==> config.mk <==
export PLATFORM = sky130hd
export DESIGN_NAME = mrd_stage_seq_flat
export DESIGN_NICKNAME = d
export VERILOG_FILES = /design/src/rtl/mrd_stage_seq_if.sv /design/src/rtl/mrd_stage_seq.sv /design/src/flat_wrapper.sv
export SDC_FILE = /design/constraint.sdc
export NUM_CORES = 1
export LEC_CHECK = 0
export BUFFER_PORTS_ARGS = -buffer_cell sky130_fd_sc_hd__buf_2
export CAP_MARGIN = 20
export CORE_MARGIN = 1
export CORE_UTILIZATION = 62
export DETAILED_ROUTE_END_ITERATION = 12
export PLACE_DENSITY_LB_ADDON = 0.05
export REMOVE_ABC_BUFFERS = 1
export SLEW_MARGIN = 5
export SYNTH_ARGS = -nofsm -noshare
export SYNTH_HDL_FRONTEND = slang
export SYNTH_SLANG_ARGS = --single-unit
==> constraint.sdc <==
create_clock -name clk -period 6.2 [get_ports clk]
set_input_delay 1.24 -clock clk [delete_from_list [all_inputs] [get_ports clk]]
set_output_delay 1.24 -clock clk [all_outputs]
set_load 0.03 [all_outputs]
==> src/rtl/mrd_stage_seq_if.sv <==
// Handshake/bus bundle for the mixed-radix DFT stage sequencer.
// master: transform controller / datapath side (drives config, stall, write-back strobe).
// slave : the sequencer itself (drives stage control, issue strobe and status).
interface mrd_stage_seq_if #(
  parameter int unsigned MAX_STAGES = 6,
  parameter int unsigned wCNT       = 12
) ();
  // Controller -> sequencer
  logic                       start;
  logic                       inverse;
  logic [2:0]                 num_stages;
  logic [3*MAX_STAGES-1:0]    factors;
  logic [wCNT*MAX_STAGES-1:0] bfly_num;
  logic                       rd_stall;
  logic                       wb_val;
  // Sequencer -> datapath / memory / controller
  logic                       stage_sop;
  logic                       stage_inverse;
  logic                       rd_en;
  logic [wCNT-1:0]            rd_idx;
  logic [2:0]                 cur_stage;
  logic [2:0]                 cur_factor;
  logic                       bank_sel;
  logic                       busy;
  logic                       done;
  logic                       err;

  modport master (
    output start, inverse, num_stages, factors, bfly_num, rd_stall, wb_val,
    input  stage_sop, stage_inverse, rd_en, rd_idx, cur_stage, cur_factor, bank_sel, busy,
           done, err
  );

  modport slave (
    input  start, inverse, num_stages, factors, bfly_num, rd_stall, wb_val,
    output stage_sop, stage_inverse, rd_en, rd_idx, cur_stage, cur_factor, bank_sel, busy,
           done, err
  );
endinterface

==> src/rtl/mrd_stage_seq.sv <==
// Stage sequencer for the mixed-radix (2/3/4/5) DFT engine.
// Steps through a latched list of radix factors, one per stage: pulses stage_sop, issues one
// butterfly read per non-stalled cycle, counts datapath write-backs, waits GUARD cycles for the
// exponent/margin capture, then flips the ping-pong bank and moves on.
// Ports:
//   clk    - clock
//   rst_n  - synchronous active-low reset
//   seq_if - slave side of mrd_stage_seq_if (config/stall/write-back in, stage control out)
// All outputs are registered. GUARD must be at least 1.
module mrd_stage_seq #(
  parameter int unsigned MAX_STAGES = 6,
  parameter int unsigned wCNT       = 12,
  parameter int unsigned GUARD      = 3
) (
  input  logic           clk,
  input  logic           rst_n,
  mrd_stage_seq_if.slave seq_if
);

  typedef enum logic [2:0] {
    StIdle, StSop, StIssue, StDrain, StGap, StNext, StFin
  } state_e;

  state_e                     state_q, state_d;
  logic [2:0]                 num_stages_q, num_stages_d;
  logic [3*MAX_STAGES-1:0]    factors_q, factors_d;
  logic [wCNT*MAX_STAGES-1:0] bfly_q, bfly_d;
  logic [wCNT-1:0]            iss_cnt_q, iss_cnt_d;
  logic [wCNT-1:0]            wb_cnt_q, wb_cnt_d;
  logic [wCNT-1:0]            gap_cnt_q, gap_cnt_d;

  logic                       stage_sop_q, stage_sop_d;
  logic                       stage_inverse_q, stage_inverse_d;
  logic                       rd_en_q, rd_en_d;
  logic [wCNT-1:0]            rd_idx_q, rd_idx_d;
  logic [2:0]                 cur_stage_q, cur_stage_d;
  logic [2:0]                 cur_factor_q, cur_factor_d;
  logic                       bank_sel_q, bank_sel_d;
  logic                       busy_q, busy_d;
  logic                       done_q, done_d;
  logic                       err_q, err_d;

  logic                       cfg_legal;
  logic [wCNT-1:0]            cur_bfly;
  logic [2:0]                 next_stage;
  logic [2:0]                 next_factor;
  logic                       wb_err;
  logic                       more_stages;

  // Legality of the config presented with start; only stages below num_stages are inspected.
  always_comb begin
    cfg_legal = (seq_if.num_stages != 3'd0) &&
                (int'(seq_if.num_stages) <= int'(MAX_STAGES));
    for (int s = 0; s < int'(MAX_STAGES); s++) begin
      if (s < int'(seq_if.num_stages)) begin
        if ((seq_if.factors[3*s +: 3] < 3'd2) || (seq_if.factors[3*s +: 3] > 3'd5)) begin
          cfg_legal = 1'b0;
        end
        if (seq_if.bfly_num[wCNT*s +: wCNT] == '0) begin
          cfg_legal = 1'b0;
        end
      end
    end
  end

  assign next_stage  = cur_stage_q + 3'd1;
  assign more_stages = ({1'b0, cur_stage_q} + 4'd1) < {1'b0, num_stages_q};

  // Per-stage lookups from the latched config.
  always_comb begin
    cur_bfly    = '0;
    next_factor = '0;
    for (int s = 0; s < int'(MAX_STAGES); s++) begin
      if (cur_stage_q == 3'(s)) begin
        cur_bfly = bfly_q[wCNT*s +: wCNT];
      end
      if (next_stage == 3'(s)) begin
        next_factor = factors_q[3*s +: 3];
      end
    end
  end

  // A write-back is an error when nothing can legitimately be in flight, or when the stage
  // already has all its results; such a pulse is not counted.
  assign wb_err = seq_if.wb_val &&
                  ((state_q == StIdle) || (state_q == StGap) || (state_q == StFin) ||
                   (wb_cnt_q == cur_bfly));

  always_comb begin
    state_d         = state_q;
    num_stages_d    = num_stages_q;
    factors_d       = factors_q;
    bfly_d          = bfly_q;
    iss_cnt_d       = iss_cnt_q;
    wb_cnt_d        = (seq_if.wb_val && !wb_err) ? wb_cnt_q + 1'b1 : wb_cnt_q;
    gap_cnt_d       = gap_cnt_q;
    stage_sop_d     = 1'b0;
    stage_inverse_d = stage_inverse_q;
    rd_en_d         = 1'b0;
    rd_idx_d        = rd_idx_q;
    cur_stage_d     = cur_stage_q;
    cur_factor_d    = cur_factor_q;
    bank_sel_d      = bank_sel_q;
    busy_d          = busy_q;
    done_d          = 1'b0;
    err_d           = err_q;

    unique case (state_q)
      StIdle: begin
        if (seq_if.start) begin
          num_stages_d    = seq_if.num_stages;
          factors_d       = seq_if.factors;
          bfly_d          = seq_if.bfly_num;
          stage_inverse_d = seq_if.inverse;
          cur_stage_d     = '0;
          bank_sel_d      = 1'b0;
          rd_idx_d        = '0;
          if (cfg_legal) begin
            state_d      = StSop;
            stage_sop_d  = 1'b1;
            busy_d       = 1'b1;
            err_d        = 1'b0;
            cur_factor_d = seq_if.factors[2:0];
            iss_cnt_d    = '0;
            wb_cnt_d     = '0;
          end else begin
            state_d = StFin;
            err_d   = 1'b1;
            done_d  = 1'b1;
          end
        end
      end
      // The issue decision is taken at the edge entering each ISSUE cycle so rd_en is registered.
      StSop, StIssue: begin
        if ((state_q == StIssue) && (iss_cnt_q == cur_bfly)) begin
          state_d = StDrain;
        end else begin
          state_d = StIssue;
          rd_en_d = ~seq_if.rd_stall;
          if (!seq_if.rd_stall) begin
            rd_idx_d  = iss_cnt_q;
            iss_cnt_d = iss_cnt_q + 1'b1;
          end
        end
      end
      StDrain: begin
        if (wb_cnt_q == cur_bfly) begin
          state_d   = StGap;
          gap_cnt_d = '0;
        end
      end
      StGap: begin
        if (gap_cnt_q == wCNT'(GUARD - 1)) begin
          state_d = StNext;
        end else begin
          gap_cnt_d = gap_cnt_q + 1'b1;
        end
      end
      StNext: begin
        if (more_stages) begin
          state_d      = StSop;
          stage_sop_d  = 1'b1;
          cur_stage_d  = next_stage;
          cur_factor_d = next_factor;
          bank_sel_d   = ~bank_sel_q;
          iss_cnt_d    = '0;
          wb_cnt_d     = '0;
        end else begin
          state_d = StFin;
          done_d  = 1'b1;
          busy_d  = 1'b0;
        end
      end
      StFin: begin
        state_d = StIdle;
      end
      default: begin
        state_d = StIdle;
      end
    endcase

    // Stray write-backs win over the clear-on-start so they are never lost.
    if (wb_err) begin
      err_d = 1'b1;
    end
  end

  always_ff @(posedge clk) begin
    if (!rst_n) begin
      state_q         <= StIdle;
      num_stages_q    <= '0;
      factors_q       <= '0;
      bfly_q          <= '0;
      iss_cnt_q       <= '0;
      wb_cnt_q        <= '0;
      gap_cnt_q       <= '0;
      stage_sop_q     <= 1'b0;
      stage_inverse_q <= 1'b0;
      rd_en_q         <= 1'b0;
      rd_idx_q        <= '0;
      cur_stage_q     <= '0;
      cur_factor_q    <= '0;
      bank_sel_q      <= 1'b0;
      busy_q          <= 1'b0;
      done_q          <= 1'b0;
      err_q           <= 1'b0;
    end else begin
      state_q         <= state_d;
      num_stages_q    <= num_stages_d;
      factors_q       <= factors_d;
      bfly_q          <= bfly_d;
      iss_cnt_q       <= iss_cnt_d;
      wb_cnt_q        <= wb_cnt_d;
      gap_cnt_q       <= gap_cnt_d;
      stage_sop_q     <= stage_sop_d;
      stage_inverse_q <= stage_inverse_d;
      rd_en_q         <= rd_en_d;
      rd_idx_q        <= rd_idx_d;
      cur_stage_q     <= cur_stage_d;
      cur_factor_q    <= cur_factor_d;
      bank_sel_q      <= bank_sel_d;
      busy_q          <= busy_d;
      done_q          <= done_d;
      err_q           <= err_d;
    end
  end

  assign seq_if.stage_sop     = stage_sop_q;
  assign seq_if.stage_inverse = stage_inverse_q;
  assign seq_if.rd_en         = rd_en_q;
  assign seq_if.rd_idx        = rd_idx_q;
  assign seq_if.cur_stage     = cur_stage_q;
  assign seq_if.cur_factor    = cur_factor_q;
  assign seq_if.bank_sel      = bank_sel_q;
  assign seq_if.busy          = busy_q;
  assign seq_if.done          = done_q;
  assign seq_if.err           = err_q;

endmodule

==> src/flat_wrapper.sv <==
// flat-port wrapper written by rule: the top's interface ports become plain ports
module mrd_stage_seq_flat 
#(
  parameter int unsigned MAX_STAGES = 6,
  parameter int unsigned wCNT       = 12,
  parameter int unsigned GUARD      = 3
)
  (clk, rst_n, seq_if_start, seq_if_inverse, seq_if_num_stages, seq_if_factors, seq_if_bfly_num, seq_if_rd_stall, seq_if_wb_val, seq_if_stage_sop, seq_if_stage_inverse, seq_if_rd_en, seq_if_rd_idx, seq_if_cur_stage, seq_if_cur_factor, seq_if_bank_sel, seq_if_busy, seq_if_done, seq_if_err);
  mrd_stage_seq_if #(.MAX_STAGES(MAX_STAGES), .wCNT(wCNT)) seq_if_i ();
  input  logic clk;
  input  logic rst_n;
  input wire logic [$bits(seq_if_i.start)-1:0] seq_if_start;
  input wire logic [$bits(seq_if_i.inverse)-1:0] seq_if_inverse;
  input wire logic [$bits(seq_if_i.num_stages)-1:0] seq_if_num_stages;
  input wire logic [$bits(seq_if_i.factors)-1:0] seq_if_factors;
  input wire logic [$bits(seq_if_i.bfly_num)-1:0] seq_if_bfly_num;
  input wire logic [$bits(seq_if_i.rd_stall)-1:0] seq_if_rd_stall;
  input wire logic [$bits(seq_if_i.wb_val)-1:0] seq_if_wb_val;
  output wire logic [$bits(seq_if_i.stage_sop)-1:0] seq_if_stage_sop;
  output wire logic [$bits(seq_if_i.stage_inverse)-1:0] seq_if_stage_inverse;
  output wire logic [$bits(seq_if_i.rd_en)-1:0] seq_if_rd_en;
  output wire logic [$bits(seq_if_i.rd_idx)-1:0] seq_if_rd_idx;
  output wire logic [$bits(seq_if_i.cur_stage)-1:0] seq_if_cur_stage;
  output wire logic [$bits(seq_if_i.cur_factor)-1:0] seq_if_cur_factor;
  output wire logic [$bits(seq_if_i.bank_sel)-1:0] seq_if_bank_sel;
  output wire logic [$bits(seq_if_i.busy)-1:0] seq_if_busy;
  output wire logic [$bits(seq_if_i.done)-1:0] seq_if_done;
  output wire logic [$bits(seq_if_i.err)-1:0] seq_if_err;
  assign seq_if_i.start = seq_if_start;
  assign seq_if_i.inverse = seq_if_inverse;
  assign seq_if_i.num_stages = seq_if_num_stages;
  assign seq_if_i.factors = seq_if_factors;
  assign seq_if_i.bfly_num = seq_if_bfly_num;
  assign seq_if_i.rd_stall = seq_if_rd_stall;
  assign seq_if_i.wb_val = seq_if_wb_val;
  assign seq_if_stage_sop = seq_if_i.stage_sop;
  assign seq_if_stage_inverse = seq_if_i.stage_inverse;
  assign seq_if_rd_en = seq_if_i.rd_en;
  assign seq_if_rd_idx = seq_if_i.rd_idx;
  assign seq_if_cur_stage = seq_if_i.cur_stage;
  assign seq_if_cur_factor = seq_if_i.cur_factor;
  assign seq_if_bank_sel = seq_if_i.bank_sel;
  assign seq_if_busy = seq_if_i.busy;
  assign seq_if_done = seq_if_i.done;
  assign seq_if_err = seq_if_i.err;
  mrd_stage_seq #(.MAX_STAGES(MAX_STAGES), .wCNT(wCNT), .GUARD(GUARD)) u_core (.clk(clk), .rst_n(rst_n), .seq_if(seq_if_i));
endmodule
==> summary.md, run 1 <==
| Metric | Value |
|---|---|
| Setup CP Type | reg -> reg |
| Total track usage | 32.93% |
| EDFF count, synth | 0 |
| Fmax | 245.4 MHz |
| Clock sinks | 157 |
| Cell Area, Synth | 8070 µm² |
| Placer's final routability congestion estimate | 0.8982 |
| DP HPWL | 14920 µm |
| DR iter-0 viols | 696 |
| Clock Tree Buf Depth | 2 |
| GR Overflow Total | 0 |
| CTS H-tree lvls | 4 |
| Max-cap viol count | 0 |
| Slowest Stage Delay on Critical Path | 680 ps |
| Yosys top cell area share | 38.95% |
| Commonest non-fill, non-tap cell in the layout | nand2_1 |
| Hold Vio Cnt, Final | 0 |
| Tmin final | 4074 ps |
| CTS tree | built |
| Share of cells above drive strength 1 | 15.89% |
| PwrDens | 326.9 nW/µm² |
| Post-CTS Setup Inserts | 0 |
| Setup crit end kind | flip-flop |
| Most frequent cells in the layout | 274 x nand2_1, 157 x dfxtp_1, 143 x a21oi_1 |
| Worst VDD drop | 285.0 µV |
| Chip Height | 116.1 µm |
| Critical path arrival | 4450 ps |
| Critical Path Fanout Max | 25 |
| Largest net degree at the start of global routing | 99 |
| Core Util, Final | 72.76% |
| Final Max Slew Viols | 0 |
| Asr flop ratio synth | 0% |
| Critical-path cell list | ha_1 > buf_4 > a21oi_1 > a221oi_1 > or4_1 > nand4b_1 > nor4b_4 > a21boi_2 > or4_1 > a21oi_1 |
| Core Footprint | 12670 µm² |
| Buf/Inv on CP | 1 |
| Layout area overhead | 14.23% |
| Worst Setup Start Kind | flip-flop |
| Synth top area cells | dfxtp_1 39%, nand2_1 13%, a21oi_1 8.9% |
| Starting Density | 63.69% |
| Ys Warns | 0 |
| Rel. slew slack | 32.34% |
| #FFs+latches synth | 157 |
| Port bufs | 123 |
| Placed cells | 1291 |
| R2r setup slk | 2130 ps |
| Vias in the first global route | 7169 |
| Area of the die | 13480 µm² |
| DRC Markers | 0 |
| Routed Antenna Nets | 0 |
| Required time worst endpoint | 6570 ps |
| Root Buffer | clkbuf_16 |
| Final setup violation count | 0 |
| First-pass GRT wire length | 34170 µm |
| Total Wirelength | 21320 µm |
| WL per Instance | 16.10 µm |
| Worst skew pair latency | 440 ps |
| Leak pwr | 3.478 nW |
| Top delay family on crit path | simple AND/OR/NAND/NOR gates |
| Via count | 7927 |
| CP max stage cell | ha_1 |
| Status | complete, no violations |
| N_diodes | 0 |
| Worst-Margin Slew | 1015 ps |
| Cts hold-fix bufs | 0 |
| Initial antenna violation count | 0 |
| Post-Layout Cell Count | 1324 |
| Site Rows | 41 |
| RSZ-0062 raised after global routing | no |
| Seq/Total Area, Yosys | 38.95% |
| Clk slew on worst S/H paths | 60 ps |
| Final nets | 1250 |
| Post-Synthesis Cells | 1060 |
| Post-CTS resize count | 0 |
| Hold/Removal Path Class | reg -> reg |
| Hold WS | 451.4 ps |
| Largest area contributor in the netlist | dfxtp_1 |
| Period utilization | 65.71% |
| Synth cell types | 68 |
| Worst Skew | 6.829 ps |
| I/O pins | 124 |
| Die X | 116.1 µm |
| Syn Area/Cell | 7.613 µm² |
| Via density per instance | 5.987 |
| Setup TNS | 0 ps |
| 1st-pass router iterations | 5 |
| CTS buffer count | 17 |
| Top_reg_cell synth | dfxtp_1 |
## metrics by stage
stage	cell area [µm²]	total power, mW	setup WS (ps)
floorplan	7736	1.764	2054
global placement	8625	1.967	2040
detailed placement	8625	1.981	1978
CTS	9211	3.015	2093
global route	9219	3.168	1797
finish	9219	3.014	2126
## power by group
group	leakage, nW	switching, mW	internal [mW]	total [mW]
clock	0.271	0.445	0.597	1.04
sequential	1.28	0.0907	1.13	1.22
combinational	1.93	0.487	0.264	0.751
total	3.48	1.02	1.99	3.01
## Yosys cell counts (13+ instances only)
cell,count
dfxtp_1,157
nand3b_1,15
nor4_1,29
a31oi_1,30
o21ai_0,19
or4_1,14
and3_1,21
clkbuf_1,48
nor2_1,25
nand3_1,32
or3_1,13
a21oi_1,143
nand2_1,275
inv_1,28
nand4_1,16
mux2i_1,19
## tightest hold or removal path, stage by stage (launching register included)
cell     delay, ps
dfxtp_1        310
nand2_1         50
a21oi_1         50
## metal layers
metal	vias up	global-route usage, %	wire (µm)
li1	3946	-	-
met1	3659	41.22	9305
met2	265	53.69	9944
met3	57	8.095	1418
met4	0	15.04	647
met5	-	0	0
## worst paths after layout
check / start / endpoint / cells past startpoint
worst min-delay path: u_core.bfly_q[61] / u_core.bfly_q[61] / 2
worst max-delay path: u_core.seq_if.cur_stage[0] / u_core.gap_cnt_q[10] / 10
worst min register to register: u_core.bfly_q[61] / u_core.bfly_q[61] / 2
worst max register to register: u_core.seq_if.cur_stage[0] / u_core.gap_cnt_q[10] / 10
## layout make-up
cell class / instances / area, µm²
Clock inverter: 15 / 161.4
Fill cell: 1104 / 3452
Multi-Input combinational cell: 803 / 4488
Sequential cell: 157 / 3143
Clock buffer: 17 / 425.4
Tap cell: 172 / 215.2
Inverter: 29 / 110.1
Timing Repair Buffer: 131 / 675.6
## state kept, by name, summed over array words and instances, names as in the netlist
register                     count
u_core.state_q                   3
u_core.num_stages_q              3
u_core.seq_if.cur_factor         3
u_core.seq_if.done               1
u_core.seq_if.bank_sel           1
u_core.seq_if.cur_stage          3
u_core.seq_if.stage_sop          1
u_core.seq_if.stage_inverse      1
u_core.seq_if.rd_idx            12
u_core.factors_q                18
u_core.wb_cnt_q                 12
u_core.bfly_q                   72
u_core.iss_cnt_q                12
u_core.gap_cnt_q                12
u_core.seq_if.err                1
u_core.seq_if.rd_en              1
u_core.seq_if.busy               1
## logic make-up after synthesis
family          share of synthesized area [%]
flops                                   38.95
fa+ha+maj                               1.860
buf+inv                                 5.488
mux                                     2.357
compound gates                          19.66
simple gates                            30.06
xor+xnor                                1.628
Note: power is estimated with default switching activity, not from simulation.
==> run 2: changes to the inputs <==
--- a/config.mk
+++ b/config.mk
@@ -5,10 +5,11 @@
 export SDC_FILE = /design/constraint.sdc
 export NUM_CORES = 1
 export LEC_CHECK = 0
+export ABC_AREA = 1
 export BUFFER_PORTS_ARGS = -buffer_cell sky130_fd_sc_hd__buf_2
 export CAP_MARGIN = 20
 export CORE_MARGIN = 1
-export CORE_UTILIZATION = 62
+export CORE_UTILIZATION = 58
 export DETAILED_ROUTE_END_ITERATION = 12
 export PLACE_DENSITY_LB_ADDON = 0.05
 export REMOVE_ABC_BUFFERS = 1
==> constraint.sdc (replaced) <==
create_clock -name clk -period 4.2 [get_ports clk]
set_input_delay 0.84 -clock clk [delete_from_list [all_inputs] [get_ports clk]]
set_output_delay 0.84 -clock clk [all_outputs]
set_load 0.03 [all_outputs]
==> summary.md, run 2 <==
| Metric | Value |
|---|---|
| Ys Warns | 0 |
| Setup crit end kind | flip-flop |
| DR iter-0 viols | 683 |
| Largest Register | u_core.bfly_q |
| Max reg flops | 72 |
| Port bufs | 123 |
| DRC Markers | 0 |
| Post-CTS Setup Inserts | 0 |
| Crit path to | u_core.seq_if.rd_idx[11] |
| PwrDens | 599.2 nW/µm² |
| Status | complete, no violations |
| Worst-Margin Slew | 813.4 ps |
| Post-Layout Inst Area | 9879 µm² |
| Pre-CTS setup slack | 745.4 ps |
| Share of cells above drive strength 1 | 14.60% |
| Worst VDD drop | 346.5 µV |
| Core Footprint | 14530 µm² |
| Chip Height | 123.9 µm |
| Vias in the first global route | 7729 |
| Cell Area, Synth | 8613 µm² |
| R2r setup slk | 670 ps |
| Tmin final | 3533 ps |
| Most frequent cells in the layout | 305 x nand2_1, 157 x dfxtp_1, 155 x inv_1 |
| Worst skew pair latency | 440 ps |
| Post-synth top cells | 306 x nand2_1, 157 x dfxtp_1, 155 x inv_1, 134 x a21oi_1, 133 x nand3_1 |
| Final setup violation count | 0 |
| Starting Density | 59.26% |
| Total chip power | 5.920 mW |
| First-pass GRT wire length | 37640 µm |
| Synth top area cells | dfxtp_1 36%, nand2_1 13%, a21oi_1 7.8% |
| Largest area contributor in the netlist | dfxtp_1 |
| Cell with the most instances after synthesis | nand2_1 |
| Required time worst endpoint | 4530 ps |
| Final nets | 1523 |
| Reg2reg end | u_core.seq_if.rd_idx[11] |
| Yosys top cell area share | 36.49% |
| DP Area | 9236 µm² |
| Root Buffer | clkbuf_16 |
| Area of the die | 15340 µm² |
| WL per Instance | 14.71 µm |
| Rel. slew slack | 45.77% |
| Period utilization | 84.12% |
| Site Rows | 44 |
| Seq/Total Area, Yosys | 36.49% |
| #FFs+latches synth | 157 |
| CP startpoint | u_core.seq_if.cur_stage[0] |
| Cts hold-fix bufs | 0 |
| Hold/Removal Path Class | reg -> reg |
| RSZ-0062 raised after global routing | no |
| Clock sinks | 157 |
| Placer's final routability congestion estimate | 0.9281 |
| Synth cell types | 40 |
| Critical Path Fanout Max | 20 |
| Clock Tree Buf Depth | 2 |
| R2r worst-path depth | 18 |
| Worst Setup Start Kind | flip-flop |
| Final worst slack | 666.9 ps |
| Critical path arrival | 3860 ps |
| 1st-pass router iterations | 5 |
| RR Startpoint | u_core.seq_if.cur_stage[0] |
| Max-cap viol count | 0 |
| I/O pins | 124 |
| GR Overflow Total | 0 |
| Biggest registers after layout | u_core.bfly_q x72, u_core.factors_q x18 |
| Fmax | 283.0 MHz |
| Setup TNS | 0 ps |
| CTS tree | built |
| Worst Skew | 8.418 ps |
| DP HPWL | 17060 µm |
| EDFF count, synth | 0 |
| Die X | 123.9 µm |
| Post-Synthesis Cells | 1327 |
| Clk slew on worst S/H paths | 60 ps |
| Top_reg_cell synth | dfxtp_1 |
| Largest net degree at the start of global routing | 73 |
| Total track usage | 31.95% |
| Hold Vio Cnt, Final | 0 |
| Setup CP Type | reg -> reg |
| Post-CTS resize count | 0 |
| Via count | 8799 |
| Initial antenna violation count | 2 |
| CTS buffer count | 17 |
| Final Max Slew Viols | 0 |
| Syn Area/Cell | 6.491 µm² |
| CTS H-tree lvls | 4 |
| Asr flop ratio synth | 0% |
| Layout area overhead | 14.70% |
| Routed Antenna Nets | 0 |
| Total Wirelength | 23700 µm |
| Commonest non-fill, non-tap cell in the layout | nand2_1 |
| Leak pwr | 4.259 nW |
| Via density per instance | 5.462 |
[run 2: critical path, stage by stage, from the launching register on]
cell	delay [ps]
dfxtp_1	470
inv_1	140
ha_1	360
nand2_1	470
inv_1	200
a21oi_1	190
nand2_1	90
nand2_1	80
nand2_1	80
nand2_1	60
nand2_1	40
nor2_1	140
nand3_1	110
nor2_2	210
nand3_4	250
nand2_4	210
inv_2	150
nor2_1	120
nor2_1	50
[run 2: cell families after synthesis]
family	synth area share [%]
AOI/OAI and AO/OA	15.35
xor gates and xnor gates	2.847
adders and majority gates	1.743
buffers and inverters	10.62
DFF	36.49
and+or+nand+nor	32.95
[run 2: final cells by class]
type | instances | area (µm²)
diodes | 2 | 5.005
clock buffers | 19 | 442.9
clock inverters | 13 | 190.2
fillers | 1355 | 4654
inverters | 161 | 604.3
multi-input cells | 943 | 4571
flip-flops and latches | 157 | 3143
well taps | 184 | 230.2
repair buffers | 132 | 693.2
[run 2: worst min path at each step]
stage	from	end	depth (start not counted)
after floorplan	u_core.factors_q[6]	u_core.factors_q[6]	2
after global placement	u_core.factors_q[7]	u_core.factors_q[7]	2
after detailed placement	u_core.factors_q[7]	u_core.factors_q[7]	2
after CTS	u_core.factors_q[7]	u_core.factors_q[7]	2
after global routing	u_core.factors_q[1]	u_core.factors_q[1]	2
final	u_core.factors_q[7]	u_core.factors_q[7]	2
[run 2: stage by stage]
step / hold WS, ps / instances / utilization, %
after floorplan: 423.1 / 1261 / -
after global placement: 439.1 / 1576 / 63.55
after detailed placement: 444.5 / 1576 / 63.55
after CTS: 453.6 / 1608 / 67.91
after global routing: 465.7 / 1611 / 67.98
final: 451.9 / 1611 / 67.98
[run 2: power by group]
group | total [mW] | internal [mW] | switching, mW
combinational | 2.21 | 0.667 | 1.54
clock | 1.66 | 1.01 | 0.649
sequential | 2.05 | 1.85 | 0.202
[run 2: layer usage]
layer | global-route usage [%] | part of all wire, %
met1 | 42.85 | 47
met4 | 13.78 | 2.8
met3 | 7.051 | 7.2
met5 | 0 | 0
met2 | 49.17 | 43
